--- src/rtl/mux_sel_arb_pkg.sv ---
// Shared constants and FSM state type for the four-channel round-robin mux select arbiter.
package mux_sel_arb_pkg;
    localparam int N_CH  = 4;
    localparam int SEL_W = 2;

    typedef enum logic {
        IDLE  = 1'b0,
        GRANT = 1'b1
    } arb_state_t;
endpackage

--- src/rtl/mux_sel_arbiter_if.sv ---
// Request/grant bundle between the requesters (master) and the arbiter (slave).
import mux_sel_arb_pkg::*;

interface mux_sel_arbiter_if;
    logic [N_CH-1:0]  req;
    logic             rel;
    logic [SEL_W-1:0] sel;
    logic [N_CH-1:0]  gnt;
    logic             valid;
    logic             timeout;

    // Level handshake: req is held high while a channel wants the mux; the owner is
    // the channel whose gnt bit is set while valid=1, and ownership ends on the edge
    // where rel=1, its req is low, or the hold limit forces it off.
    modport master (output req, output rel,
                    input sel, input gnt, input valid, input timeout);
    modport slave  (input req, input rel,
                    output sel, output gnt, output valid, output timeout);
endinterface

--- src/rtl/mux_sel_arbiter_rr_pick.sv ---
// Combinational round-robin pick: first set request scanning from last+1 upward, wrapping 3->0.
import mux_sel_arb_pkg::*;

module rr_pick (
    input  logic [N_CH-1:0]  req,
    input  logic [SEL_W-1:0] last,
    output logic [SEL_W-1:0] idx,
    output logic             found
);
    logic [SEL_W-1:0] ch;

    always_comb begin
        idx   = '0;
        found = 1'b0;
        ch    = '0;
        // i = N_CH wraps back to last itself, so the previous owner is considered last
        for (int i = 1; i <= N_CH; i++) begin
            ch = last + SEL_W'(i);
            if (!found && req[ch]) begin
                idx   = ch;
                found = 1'b1;
            end
        end
    end
endmodule

--- src/rtl/mux_sel_arbiter.sv ---
// Round-robin arbiter driving a 4:1 mux select and one-hot grant; MUX_SEL_ARB_TIMEOUT_EN
// adds a hold-limit counter that forcibly revokes a grant after HOLD_MAX cycles.
import mux_sel_arb_pkg::*;

module mux_sel_arbiter #(
    parameter int HOLD_MAX = 16
) (
    input  logic               clk,
    input  logic               rst,
    mux_sel_arbiter_if.slave   bus,
    output arb_state_t         state
);
    arb_state_t       state_q, state_n;
    logic [SEL_W-1:0] last_q, last_n;
    logic [SEL_W-1:0] sel_q, sel_n;
    logic [N_CH-1:0]  gnt_q, gnt_n;
    logic             valid_q, valid_n;
    logic             timeout_q, timeout_n;
    logic [SEL_W-1:0] pick_idx;
    logic             pick_found;
    logic             hold_hit;
    logic             new_grant;
    logic             end_grant;

    rr_pick u_pick (
        .req   (bus.req),
        .last  (last_q),
        .idx   (pick_idx),
        .found (pick_found)
    );

`ifdef MUX_SEL_ARB_TIMEOUT_EN
    logic [7:0] hold_cnt_q, hold_cnt_n;

    assign hold_hit = (state_q == GRANT) && (hold_cnt_q == 8'(HOLD_MAX - 1));

    always_comb begin
        hold_cnt_n = hold_cnt_q;
        if (new_grant)
            hold_cnt_n = '0;
        else if (state_q == GRANT)
            hold_cnt_n = hold_cnt_q + 8'd1;
    end

    always_ff @(posedge clk or posedge rst) begin
        if (rst) hold_cnt_q <= '0;
        else     hold_cnt_q <= hold_cnt_n;
    end
`else
    logic [7:0] unused_hold;
    assign unused_hold = 8'(HOLD_MAX - 1);
    assign hold_hit    = 1'b0;
`endif

    always_comb begin
        state_n   = state_q;
        last_n    = last_q;
        sel_n     = sel_q;
        gnt_n     = gnt_q;
        valid_n   = valid_q;
        timeout_n = 1'b0;
        new_grant = 1'b0;
        end_grant = 1'b0;
        case (state_q)
            IDLE: begin
                new_grant = pick_found;
            end
            GRANT: begin
                end_grant = bus.rel || !bus.req[sel_q] || hold_hit;
                // Only a pure hold-limit expiry counts as a forced revoke
                timeout_n = hold_hit && !bus.rel && bus.req[sel_q];
                new_grant = end_grant && pick_found;
                if (end_grant && !pick_found) begin
                    state_n = IDLE;
                    gnt_n   = '0;
                    valid_n = 1'b0;
                end
            end
            default: state_n = IDLE;
        endcase
        if (new_grant) begin
            state_n = GRANT;
            last_n  = pick_idx;
            sel_n   = pick_idx;
            gnt_n   = N_CH'(1) << pick_idx;
            valid_n = 1'b1;
        end
    end

    always_ff @(posedge clk or posedge rst) begin
        if (rst) begin
            state_q   <= IDLE;
            last_q    <= SEL_W'(N_CH - 1);
            sel_q     <= '0;
            gnt_q     <= '0;
            valid_q   <= 1'b0;
            timeout_q <= 1'b0;
        end else begin
            state_q   <= state_n;
            last_q    <= last_n;
            sel_q     <= sel_n;
            gnt_q     <= gnt_n;
            valid_q   <= valid_n;
            timeout_q <= timeout_n;
        end
    end

    assign bus.sel     = sel_q;
    assign bus.gnt     = gnt_q;
    assign bus.valid   = valid_q;
    assign bus.timeout = timeout_q;
    assign state       = state_q;
endmodule

--- src/flat_wrapper.sv ---
// flat-port wrapper written by rule: the top's interface ports become plain ports
module mux_sel_arbiter_flat 
#(
    parameter int HOLD_MAX = 16
)
  (clk, rst, state, bus_req, bus_rel, bus_sel, bus_gnt, bus_valid, bus_timeout);
  mux_sel_arbiter_if bus_i ();
  input  logic clk;
  input  logic rst;
  output arb_state_t state;
  input wire logic [$bits(bus_i.req)-1:0] bus_req;
  input wire logic [$bits(bus_i.rel)-1:0] bus_rel;
  output wire logic [$bits(bus_i.sel)-1:0] bus_sel;
  output wire logic [$bits(bus_i.gnt)-1:0] bus_gnt;
  output wire logic [$bits(bus_i.valid)-1:0] bus_valid;
  output wire logic [$bits(bus_i.timeout)-1:0] bus_timeout;
  assign bus_i.req = bus_req;
  assign bus_i.rel = bus_rel;
  assign bus_sel = bus_i.sel;
  assign bus_gnt = bus_i.gnt;
  assign bus_valid = bus_i.valid;
  assign bus_timeout = bus_i.timeout;
  mux_sel_arbiter #(.HOLD_MAX(HOLD_MAX)) u_core (.clk(clk), .rst(rst), .bus(bus_i), .state(state));
endmodule
--- config.mk ---
export PLATFORM = sky130hd
export DESIGN_NAME = mux_sel_arbiter_flat
export DESIGN_NICKNAME = d
export VERILOG_FILES = /design/src/rtl/mux_sel_arb_pkg.sv /design/src/rtl/mux_sel_arbiter_if.sv /design/src/rtl/mux_sel_arbiter_rr_pick.sv /design/src/rtl/mux_sel_arbiter.sv /design/src/flat_wrapper.sv
export SDC_FILE = /design/constraint.sdc
export NUM_CORES = 1
export LEC_CHECK = 0
export CAP_MARGIN = 25
export CORE_AREA = 2 2 39 41
export CTS_CLUSTER_DIAMETER = 50
export DETAILED_ROUTE_END_ITERATION = 16
export DIE_AREA = 0 0 41 43
export MAX_ROUTING_LAYER = met4
export PLACE_DENSITY = 0.72
export SETUP_SLACK_MARGIN = 0.2
export SLEW_MARGIN = 10
export SYNTH_ARGS = -nofsm -noshare
export SYNTH_HDL_FRONTEND = slang
export SYNTH_SLANG_ARGS = --single-unit
--- constraint.sdc ---
create_clock -name clk -period 2.2 [get_ports clk]
set_input_delay 0.22 -clock clk [delete_from_list [all_inputs] [get_ports clk]]
set_output_delay 0.22 -clock clk [all_outputs]
set_load 0.02 [all_outputs]
==> results_dict.tcl <==
set metrics [dict create \
    status "completed" \
    endpoint_kind "register" \
    period_share 0.764 \
    yosysWarningCount 0 \
    r2r-end "u_core.bus.gnt[2]" \
    drc 0 \
    htree_levels 1 \
    post-route-min-period_ns 1.68 \
    cts-root-buf "clkbuf_4" \
    grt_pass1_vias 447 \
    antenna_found_initial 0 \
    drt_iter0_markers 8 \
    overflow 0 \
    synth_nets 56 \
    ys_seq_elements 10 \
    max_freq_mhz 595 \
    skew_ns 0.00775 \
    setup.worst_path.start_class "register" \
    p_per_area_nw_per_um2 1350 \
    nFillCells 142 \
    seqCellArea_sq_um 253 \
    cp.required_ns 2.35 \
    clock-sinks 10 \
    ant_nets 0 \
    fin_util 0.525 \
    cts_buffers 3 \
    critPathKind "register to register" \
    cp_data_arrival_time_ns 1.83 \
    r2r_slack_ns 0.52 \
    hpwl_microns 818 \
    min_path_type "input pin to asynchronous set/reset pin" \
    reg2reg_from "u_core.last_q[0]" \
    first_pass_iters 4 \
    syn_area_sq_um 559 \
    gp_congestion 0.846 \
    cp_max_fo 5 \
    antenna_cells 0 \
    maxCapViolations 0 \
    fp.dieW_microns 41 \
    r2r_cells 4 \
    ys_types 30 \
    cts_tree "yes" \
    leakage_nw 0.334 \
    multi_input_area_sq_um 277 \
    syn2layout_area_growth_pct 30.0 \
    drive_gt1_frac 0.185 \
    tns_ns 0 \
    row_count 14 \
    wl_per_cell_microns 13.7 \
    routed_wl_microns 1110 \
    crit_path_end "u_core.bus.gnt[2]" \
    cts_hold_buf 0 \
    track_usage 0.155 \
    dominantRegCellSynth "dfrtp_1" \
    port_buffers 14 \
    setup_viol 0 \
    synth_edf_count 0 \
    cts_resized 0 \
    rsz0062_at_grt "no" \
    slew_viol_final 0 \
    finalPower_w 0.000979 \
    grt_start_max_net_pins 11 \
    async_flop_share 1.00 \
    nets 73 \
    syn_avg_cell_area_sq_um 11.4 \
    path_clk_slew_ns 0.07 \
    start_util 0.404 \
    post_cts_buffers 0 \
    io_pins 16 \
    die-area_sq_um 1760 \
    ys_seq_area_frac 0.452 \
    clock_path_buffers 2 \
    hold_violations 0 \
    netlist_instances 49 \
    num_vias 445 \
    vdd_drop_max_mv 0.769 \
    core_sq_um 1380 \
    crit_start "u_core.last_q[0]" \
    clkLatencyLatePin_ns 0.26 \
    dieHeight_microns 43 \
    grt_pass1_wl_microns 1820 \
    via_per_inst 5.49 \
]
state kept, by name, indices dropped and copies added (netlist names):
signal	count
u_core.bus.gnt	4
u_core.bus.sel	2
u_core.last_q	2
u_core.bus.valid	1
u_core.state	1
logic make-up (layout without fill, tap and decap cells):
family,after synthesis,after routing,synth area share
buffers and inverters,5,21,0.0537
AOI/OAI and AO/OA,16,16,0.230
DFF,10,10,0.452
other,1,1,0.00670
muxes,5,5,0.110
and+or+nand+nor,12,12,0.148
synthesized netlist by cell type (2+ instances only):
| master | number | area share |
|---|---|---|
| dfrtp_1 | 8 | 0.36 |
| a21o_1 | 3 | 0.040 |
| inv_1 | 3 | 0.020 |
| a21oi_1 | 2 | 0.018 |
| a22o_1 | 2 | 0.031 |
| a32o_1 | 2 | 0.036 |
| and3b_1 | 2 | 0.031 |
| dfstp_2 | 2 | 0.094 |
| mux2_4 | 2 | 0.054 |
| mux2i_1 | 2 | 0.036 |
| nand2_1 | 2 | 0.013 |
worst min path at each step:
stage / cells after the start / startpoint / to / slack, ns
2_1_floorplan: 1 / rst / u_core.bus.gnt[0] / 0.06
3_5_place_dp: 1 / u_core.bus.valid / u_core.bus.valid / 0.47
3_3_place_gp: 1 / u_core.bus.valid / u_core.bus.valid / 0.46
5_1_grt: 2 / rst / u_core.bus.sel[1] / 0.27
6_report: 2 / rst / u_core.bus.valid / 0.22
4_1_cts: 2 / rst / u_core.bus.valid / 0.23
metal layers:
layer | GRT usage | vias to the layer above | part of all wire
li1 | - | 213 | -
met1 | 0.218 | 214 | 0.49
met2 | 0.206 | 16 | 0.44
met3 | 0.0314 | 2 | 0.058
met4 | 0.0800 | 0 | 0.014
met5 | - | - | 0
cell type report:
type | count | share of cell area
inverters | 3 | 0.0155
well taps | 16 | 0.0275
repair buffers | 14 | 0.193
clock buffers | 4 | 0.0361
multi-input cells | 34 | 0.380
flip-flops and latches | 10 | 0.348
placed cells by master (no fill, tap or decap), types with 2 or more instances in the layout:
cell and n:
a21o_1 3, a21oi_1 2, a22o_1 2, a32o_1 2, and3b_1 2, clkbuf_4 3, clkdlybuf4s50_1 14, dfrtp_1 8
dfstp_2 2, inv_1 3, mux2_4 2, mux2i_1 2, nand2_1 2
metrics by stage:
stage	instance area (sq um)	hold slack [ns]	setup WS, ns	std cells
after floorplan	559	0.0587	0.488	49
after global placement	701	0.461	0.288	77
after detailed placement	701	0.470	0.276	77
after CTS	727	0.228	0.514	81
after global routing	727	0.266	0.382	81
final	727	0.224	0.519	81
worst max-delay path, cell delays in order (launching register included):
cell and delay (ns):
dfstp_2 0.56, and3b_1 0.18, o31ai_1 0.37, and3b_1 0.27, a22o_1 0.20
report_power, final:
group / switching, W / leakage, nW / internal (W)
clock: 0.0000586 / 0.0150 / 0.0000698
combinational: 0.000228 / 0.203 / 0.000272
sequential: 0.0000728 / 0.116 / 0.000277
No activity file was read; power rests on OpenSTA's default activity.
